$ cat config.mk
export PLATFORM = sky130hd
export DESIGN_NAME = tmds_decoder_flat
export DESIGN_NICKNAME = d
export VERILOG_FILES = /design/src/rtl/tmds_decoder_pkg.sv /design/src/rtl/tmds_decoder_if.sv /design/src/rtl/tmds_decoder_symbol_decode.sv /design/src/rtl/tmds_decoder.sv /design/src/flat_wrapper.sv
export SDC_FILE = /design/constraint.sdc
export NUM_CORES = 1
export LEC_CHECK = 0
export ABC_AREA = 1
export CAP_MARGIN = 20
export CORE_MARGIN = 1.5
export CORE_UTILIZATION = 36
export CTS_CLUSTER_SIZE = 30
export DETAILED_ROUTE_END_ITERATION = 7
export MAX_ROUTING_LAYER = met4
export PLACE_DENSITY = 0.59
export SYNTH_ARGS = -nofsm -noshare
export SYNTH_HDL_FRONTEND = slang
export SYNTH_HIERARCHICAL = 1
export SYNTH_SLANG_ARGS = --single-unit
$ cat constraint.sdc
create_clock -name clk -period 7.71 [get_ports clk]
set_input_delay 1.1565 -clock clk [delete_from_list [all_inputs] [get_ports clk]]
set_output_delay 1.1565 -clock clk [all_outputs]
set_load 0.01 [all_outputs]
$ cat src/rtl/tmds_decoder_pkg.sv
// tmds_pkg: shared constants and types for the TMDS receive channel.
//   TMDS_SYM_W    symbol width (10 bits)
//   TMDS_CTRL_xx  the four blanking control tokens, indexed by {c1,c0}
//   tmds_state_e  alignment FSM states
package tmds_pkg;

    localparam int TMDS_SYM_W = 10;

    localparam logic [TMDS_SYM_W-1:0] TMDS_CTRL_00 = 10'b1101010100;
    localparam logic [TMDS_SYM_W-1:0] TMDS_CTRL_01 = 10'b0010101011;
    localparam logic [TMDS_SYM_W-1:0] TMDS_CTRL_10 = 10'b0101010100;
    localparam logic [TMDS_SYM_W-1:0] TMDS_CTRL_11 = 10'b1010101011;

    typedef enum logic [1:0] {
        SEARCH = 2'd0,
        VERIFY = 2'd1,
        LOCKED = 2'd2
    } tmds_state_e;

endpackage

$ cat src/rtl/tmds_decoder_if.sv
// tmds_decoder_if: raw word input and decoded symbol output of one TMDS channel.
//   master: drives raw_valid/raw, observes the decoder outputs (deserializer side / bench)
//   slave : the decoder
interface tmds_decoder_if;
    import tmds_pkg::*;

    logic                  raw_valid;
    logic [TMDS_SYM_W-1:0] raw;
    logic                  locked;
    logic [3:0]            offset;
    logic                  dout_valid;
    logic                  de;
    logic                  c0;
    logic                  c1;
    logic [7:0]            dout;
    logic                  sym_err;

    modport master (
        output raw_valid, raw,
        input  locked, offset, dout_valid, de, c0, c1, dout, sym_err
    );

    modport slave (
        input  raw_valid, raw,
        output locked, offset, dout_valid, de, c0, c1, dout, sym_err
    );

endinterface

$ cat src/rtl/tmds_decoder_symbol_decode.sv
// tmds_symbol_decode: purely combinational decode of one aligned 10-bit symbol.
//   sym      in  10  aligned symbol, bit 0 first on the wire
//   is_token out 1   sym is one of the four control tokens
//   c1c0     out 2   control bits carried by the token (0 when not a token)
//   d        out 8   data byte undone from the transition-minimised code
//   sym_err  out 1   non-token whose bit 8 disagrees with what an encoder would emit
module tmds_symbol_decode
    import tmds_pkg::*;
(
    input  logic [TMDS_SYM_W-1:0] sym,
    output logic                  is_token,
    output logic [1:0]            c1c0,
    output logic [7:0]            d,
    output logic                  sym_err
);

    logic [7:0] q;
    logic [3:0] ones;
    logic       b8_expected;

    always_comb begin
        is_token = 1'b1;
        c1c0     = 2'b00;
        case (sym)
            TMDS_CTRL_00: c1c0 = 2'b00;
            TMDS_CTRL_01: c1c0 = 2'b01;
            TMDS_CTRL_10: c1c0 = 2'b10;
            TMDS_CTRL_11: c1c0 = 2'b11;
            default:      is_token = 1'b0;
        endcase
    end

    always_comb begin
        q    = sym[9] ? ~sym[7:0] : sym[7:0];
        d    = 8'h00;
        d[0] = q[0];
        for (int i = 1; i < 8; i++)
            d[i] = sym[8] ? (q[i] ^ q[i-1]) : ~(q[i] ^ q[i-1]);
        ones = 4'd0;
        for (int i = 0; i < 8; i++)
            ones = ones + {3'b000, d[i]};
        // Encoder picks XNOR (bit 8 = 0) for bytes heavy in ones.
        b8_expected = !((ones > 4'd4) || ((ones == 4'd4) && !d[0]));
        sym_err     = !is_token && (sym[8] != b8_expected);
    end

endmodule

$ cat src/rtl/tmds_decoder.sv
// tmds_decoder: one TMDS receive channel. Finds word alignment by locking onto
// control tokens, then decodes each symbol to pixel data or c0/c1.
//   clk  in  pixel clock
//   rst  in  synchronous active-high reset
//   bus  slave side of tmds_decoder_if (raw_valid/raw in; locked, offset,
//        dout_valid, de, c0, c1, dout, sym_err out, all registered)
module tmds_decoder
    import tmds_pkg::*;
#(
    parameter int LOCK_TOKENS  = 8,
    parameter int SEARCH_WORDS = 64,
    parameter int ERR_LIMIT    = 4
) (
    input  logic           clk,
    input  logic           rst,
    tmds_decoder_if.slave  bus
);

    localparam logic [1:0] S_SEARCH = SEARCH;
    localparam logic [1:0] S_VERIFY = VERIFY;
    localparam logic [1:0] S_LOCKED = LOCKED;

    localparam int TW = $clog2(LOCK_TOKENS + 1);
    localparam int SW = $clog2(SEARCH_WORDS);
    localparam int EW = $clog2(ERR_LIMIT + 1);

    localparam logic [TW-1:0] TOK_LAST  = TW'(LOCK_TOKENS - 1);
    localparam logic [SW-1:0] SRCH_LAST = SW'(SEARCH_WORDS - 1);
    localparam logic [EW-1:0] ERR_LAST  = EW'(ERR_LIMIT - 1);

    logic [1:0]            state;
    logic [TW-1:0]         tok_cnt;
    logic [SW-1:0]         srch_cnt;
    logic [EW-1:0]         err_cnt;
    logic [3:0]            offset;
    logic [TMDS_SYM_W-1:0] raw_prev;
    logic                  locked_q, dv_q, de_q, c0_q, c1_q, err_q;
    logic [7:0]            dout_q;

    // Older word sits in the low half, so the bit stream reads upward through
    // hist. At offset 0 the window is exactly the previous word, so decoded
    // output trails its input word by one extra valid word.
    logic [2*TMDS_SYM_W-1:0] hist;
    logic [TMDS_SYM_W-1:0]   sym;
    logic                    is_token, sym_err;
    logic [1:0]              c1c0;
    logic [7:0]              d;
    logic [3:0]              next_off;

    assign hist     = {bus.raw, raw_prev};
    assign sym      = hist[offset +: TMDS_SYM_W];
    assign next_off = (offset == 4'd9) ? 4'd0 : offset + 4'd1;

    tmds_symbol_decode u_dec (
        .sym      (sym),
        .is_token (is_token),
        .c1c0     (c1c0),
        .d        (d),
        .sym_err  (sym_err)
    );

    always_ff @(posedge clk) begin
        if (rst) begin
            state    <= S_SEARCH;
            tok_cnt  <= '0;
            srch_cnt <= '0;
            err_cnt  <= '0;
            offset   <= 4'd0;
            raw_prev <= '0;
            locked_q <= 1'b0;
            dv_q     <= 1'b0;
            de_q     <= 1'b0;
            c0_q     <= 1'b0;
            c1_q     <= 1'b0;
            dout_q   <= 8'h00;
            err_q    <= 1'b0;
        end else if (!bus.raw_valid) begin
            dv_q <= 1'b0;
        end else begin
            dv_q     <= locked_q;
            raw_prev <= bus.raw;
            de_q     <= !is_token;
            err_q    <= sym_err;
            if (is_token) {c1_q, c0_q} <= c1c0;
            else          dout_q       <= d;

            case (state)
                S_SEARCH: begin
                    // A token beats a terminal search count: no slip.
                    if (is_token) begin
                        state   <= S_VERIFY;
                        tok_cnt <= TW'(1);
                    end else if (srch_cnt == SRCH_LAST) begin
                        offset   <= next_off;
                        srch_cnt <= '0;
                    end else begin
                        srch_cnt <= srch_cnt + 1'b1;
                    end
                end
                S_VERIFY: begin
                    if (is_token) begin
                        if (tok_cnt == TOK_LAST) begin
                            state    <= S_LOCKED;
                            locked_q <= 1'b1;
                            tok_cnt  <= '0;
                            err_cnt  <= '0;
                        end else begin
                            tok_cnt <= tok_cnt + 1'b1;
                        end
                    end else begin
                        state   <= S_SEARCH;
                        tok_cnt <= '0;
                        if (srch_cnt != SRCH_LAST) srch_cnt <= srch_cnt + 1'b1;
                    end
                end
                S_LOCKED: begin
                    if (is_token) begin
                        err_cnt <= '0;
                    end else if (sym_err) begin
                        if (err_cnt == ERR_LAST) begin
                            state    <= S_SEARCH;
                            locked_q <= 1'b0;
                            offset   <= next_off;
                            err_cnt  <= '0;
                            srch_cnt <= '0;
                        end else begin
                            err_cnt <= err_cnt + 1'b1;
                        end
                    end
                end
                default: state <= S_SEARCH;
            endcase
        end
    end

    assign bus.locked     = locked_q;
    assign bus.offset     = offset;
    assign bus.dout_valid = dv_q;
    assign bus.de         = de_q;
    assign bus.c0         = c0_q;
    assign bus.c1         = c1_q;
    assign bus.dout       = dout_q;
    assign bus.sym_err    = err_q;

endmodule

$ cat src/flat_wrapper.sv
// flat-port wrapper written by rule: the top's interface ports become plain ports
module tmds_decoder_flat import tmds_pkg::*;
#(
    parameter int LOCK_TOKENS  = 8,
    parameter int SEARCH_WORDS = 64,
    parameter int ERR_LIMIT    = 4
)
  (clk, rst, bus_raw_valid, bus_raw, bus_locked, bus_offset, bus_dout_valid, bus_de, bus_c0, bus_c1, bus_dout, bus_sym_err);
  tmds_decoder_if bus_i ();
  input  logic clk;
  input  logic rst;
  input wire logic [$bits(bus_i.raw_valid)-1:0] bus_raw_valid;
  input wire logic [$bits(bus_i.raw)-1:0] bus_raw;
  output wire logic [$bits(bus_i.locked)-1:0] bus_locked;
  output wire logic [$bits(bus_i.offset)-1:0] bus_offset;
  output wire logic [$bits(bus_i.dout_valid)-1:0] bus_dout_valid;
  output wire logic [$bits(bus_i.de)-1:0] bus_de;
  output wire logic [$bits(bus_i.c0)-1:0] bus_c0;
  output wire logic [$bits(bus_i.c1)-1:0] bus_c1;
  output wire logic [$bits(bus_i.dout)-1:0] bus_dout;
  output wire logic [$bits(bus_i.sym_err)-1:0] bus_sym_err;
  assign bus_i.raw_valid = bus_raw_valid;
  assign bus_i.raw = bus_raw;
  assign bus_locked = bus_i.locked;
  assign bus_offset = bus_i.offset;
  assign bus_dout_valid = bus_i.dout_valid;
  assign bus_de = bus_i.de;
  assign bus_c0 = bus_i.c0;
  assign bus_c1 = bus_i.c1;
  assign bus_dout = bus_i.dout;
  assign bus_sym_err = bus_i.sym_err;
  tmds_decoder #(.LOCK_TOKENS(LOCK_TOKENS), .SEARCH_WORDS(SEARCH_WORDS), .ERR_LIMIT(ERR_LIMIT)) u_core (.clk(clk), .rst(rst), .bus(bus_i));
endmodule
==> results.md <==
* Status: complete, no violations
* Drt first pass iters at 5
* TritonCTS Buffers at 5
* Post-synth EDFFs at 0
* Hold buffer count at cts at 0
* Crit path capture type: flop
* Antenna violations before repair at 0
* Register clock-pin slew on the reported worst setup and hold paths at 0.08 ns
* First-pass GRT wire length at approximately 14000 um
* Critical Path AT at 6.78 ns
* RSZ-0062 raised after global routing: no
* Lkg Pwr at 1.678 nW
* Startpoint types: input port
* Setup Skew at 0.01138 ns
* Final Non-Filler Cells at 649
* Tcrit/Tclk final at 84.97%
* Synth top cells by count: nand2_1 (151), nor2_1 (68), inv_1 (49)
* Post-CTS resize count at 0
* Count leader, synth: nand2_1
* Max Freq at 152.7 MHz
* Top cells by area, synth: dfxtp_1 (27%), nand2_1 (18%), nor2_1 (7.9%)
* Worst endpoint required time at roughly 7.9 ns
* Vias/cell at 4.983
* Die Area at between 9000 and 10000 um^2
* Fillers at ~960
* Sequential area share after synthesis at approximately a quarter
* Synth async-reset ratio at 0%
* Overall global routing resource usage at between 15 and 20%
* Skew-Pair Late Insertion Delay at around 0.30 ns
* Syn avg cell area at approximately 6.2 um^2
* Gpl congestion at about 1
* Synth top area share at between 20% and 30%
* CTS tree: yes
* Placed cell count at approximately 640
* Power, Total at 0.6159 mW
* H-tree Lvls at 2
* Final hold vios at 0
* Worst Path Class, Setup: in -> reg
* Initial DRC Count at 184
* Worst path max stage delay at 0.55 ns
* Post-synth top area cell: dfxtp_1
* PnR worst setup slack at between 1 and 1.5 ns
* Synthesized flop and latch total at between 40 and 50
* Synth Flop Type: dfxtp_1
* # nets final at roughly 570
* Final min period at approximately 6.6 ns
* Setup TNS at 0 ns
* Synth warn at 6
* PortBufs at 30
* Width of the die at roughly 98 um
* Synth cell types at 38
* Post-CTS Setup Inserts at 0
* Count of final setup violators at 0
* Area Overhead vs Synth at 13.39%
* Buffer and inverter count on the worst path at 5
* Worst-path fanout max at 9
* Synth Net Count at between 500 and 600
* Vias in the first global route at ~3000
* Post-Route Utilization at about 42%
* Core Rows at 34
* Remaining antenna violation count at 0
* Max Slew Vio Count at 0
* Pwr Density at around 170 nW/um^2
* Largest net degree at the start of global routing at 33
* Core area at just under 9000 um^2
* Die extent in y at approximately 98 um
* Slew @ Worst Pin at ~0.90 ns
* Max-slew headroom at 40.25%
* IO Pins at 31
* Crit path max-delay cell type: fa_1
* Peak supply drop at 0.08278 mV
* DP HPWL at around 6100 um
* Routed len/inst at between 10 and 15 um
* Worst hold-check path type: reg -> reg
* Synthesized cell area at 3223 um^2
* Post-Route WL at 8083 um
* Total grt overflow at 0
* Diodes inserted at 0
* Clock root buffer: clkbuf_8
* Worst slack, placed at approximately 0.86 ns
* DRC at 0
* Sink Count at 43
* Post-Syn Instances at 519
* Layout cell share with drive strength beyond 1 at around 7.2%
* Max Cap Viol at 0
* Starting Density at between 30% and 40%
* Clock Path Buffers at 2
* CP dominant cell by count: nand2_1
* Top Family by Delay on Critical Path: adder cells
* Via count at roughly 3200
[layer usage]
layer | GRT usage (%) | part of all wire (%) | wire, um
met1 | 25.14 | 49 | 3970
met2 | 28.47 | 46 | 3683
met3 | 2.734 | 3.8 | 308
met4 | 5.055 | 1.5 | 120
met5 | - | 0 | 0
[cell type report]
cell class                 instances  area (um^2)  area share, %
timing repair buffer              32        315.3          8.627
inverter                          58        220.2          6.025
clock inverter                     2        12.51         0.3423
tap                              108        135.1          3.697
clock buffer                       6        72.57          1.986
sequential                        43        860.8          23.55
multi-input combinational        400         2038          55.77
[path summary, 6_finish.rpt]
| check | slack [ns] | cells past startpoint | startpoint | to |
|---|---|---|---|---|
| worst max register to register | 1.66 | 34 | u_core/bus.offset[0] | u_core/srch_cnt[1] |
| worst max-delay path | 1.16 | 33 | bus_raw[0] | u_core/srch_cnt[1] |
| worst min-delay path | 0.46 | 2 | u_core/err_cnt[2] | u_core/err_cnt[2] |
| worst min register to register | 0.46 | 2 | u_core/err_cnt[2] | u_core/err_cnt[2] |
[cells by family after synthesis]
group           after synthesis  synth area share [%]
compound gates               87                 14.95
flops                        43                 26.71
buf+inv                      76                 10.05
simple gates                286                 37.81
fa+ha+maj                    15                 6.755
xor+xnor                     12                 3.727
[where the power goes]
part           internal [mW]  total [mW]  leakage [nW]  switching, mW
clock network         0.0634       0.145        0.0412         0.0817
registers              0.234       0.241         0.352        0.00703
logic                 0.0942       0.230          1.28          0.136
total                  0.391       0.616          1.68          0.225
[stage by stage]
step           instance area, um^2  hold slack, ns
2_1_floorplan                 3223          0.4324
3_3_place_gp                  3570          0.4460
3_5_place_dp                  3570          0.4442
4_1_cts                       3655          0.4569
5_1_grt                       3655          0.5022
6_report                      3655          0.4552
[cell usage in the layout, fill, tap and decap left out, types with 2 or more instances in the layout]
master           synthesis  final
inv_1                   49     49
o21ai_0                 32     32
and2_0                   2      2
clkbuf_8                 0      5
buf_4                    2      2
o21ai_2                  6      6
nor2_4                   2      2
a21oi_2                  3      3
nand4_1                  4      4
xor2_2                   2      2
fa_1                     4      4
and2_1                   2      2
nand2_1                151    151
nand3_1                 40     40
xnor2_1                  3      3
inv_2                    7      7
nor2_1                  68     68
a21oi_1                 21     21
xor2_1                   7      7
o21ai_1                 20     20
o21bai_1                 4      4
nand2_2                  3      3
clkdlybuf4s50_1          0     30
or2_2                    3      3
dfxtp_1                 43     43
nor3_1                   2      2
or2_1                    4      4
ha_1                    11     11
[sequential cells by signal, indices dropped and copies added (netlist names), 2 cells and up]
| register | cells |
|---|---|
| u_core/bus.dout | 8 |
| u_core/bus.offset | 4 |
| u_core/err_cnt | 3 |
| u_core/raw_prev | 10 |
| u_core/srch_cnt | 6 |
| u_core/state | 2 |
| u_core/tok_cnt | 4 |
[worst min-delay path: cells and delay by family (launching register included)]
| kind | cells | cell delay, ns |
|---|---|---|
| buf+inv | 1 | 0.03 |
| flops | 1 | 0.31 |
| simple gates | 1 | 0.07 |
Power figures use the tool's default switching activity.
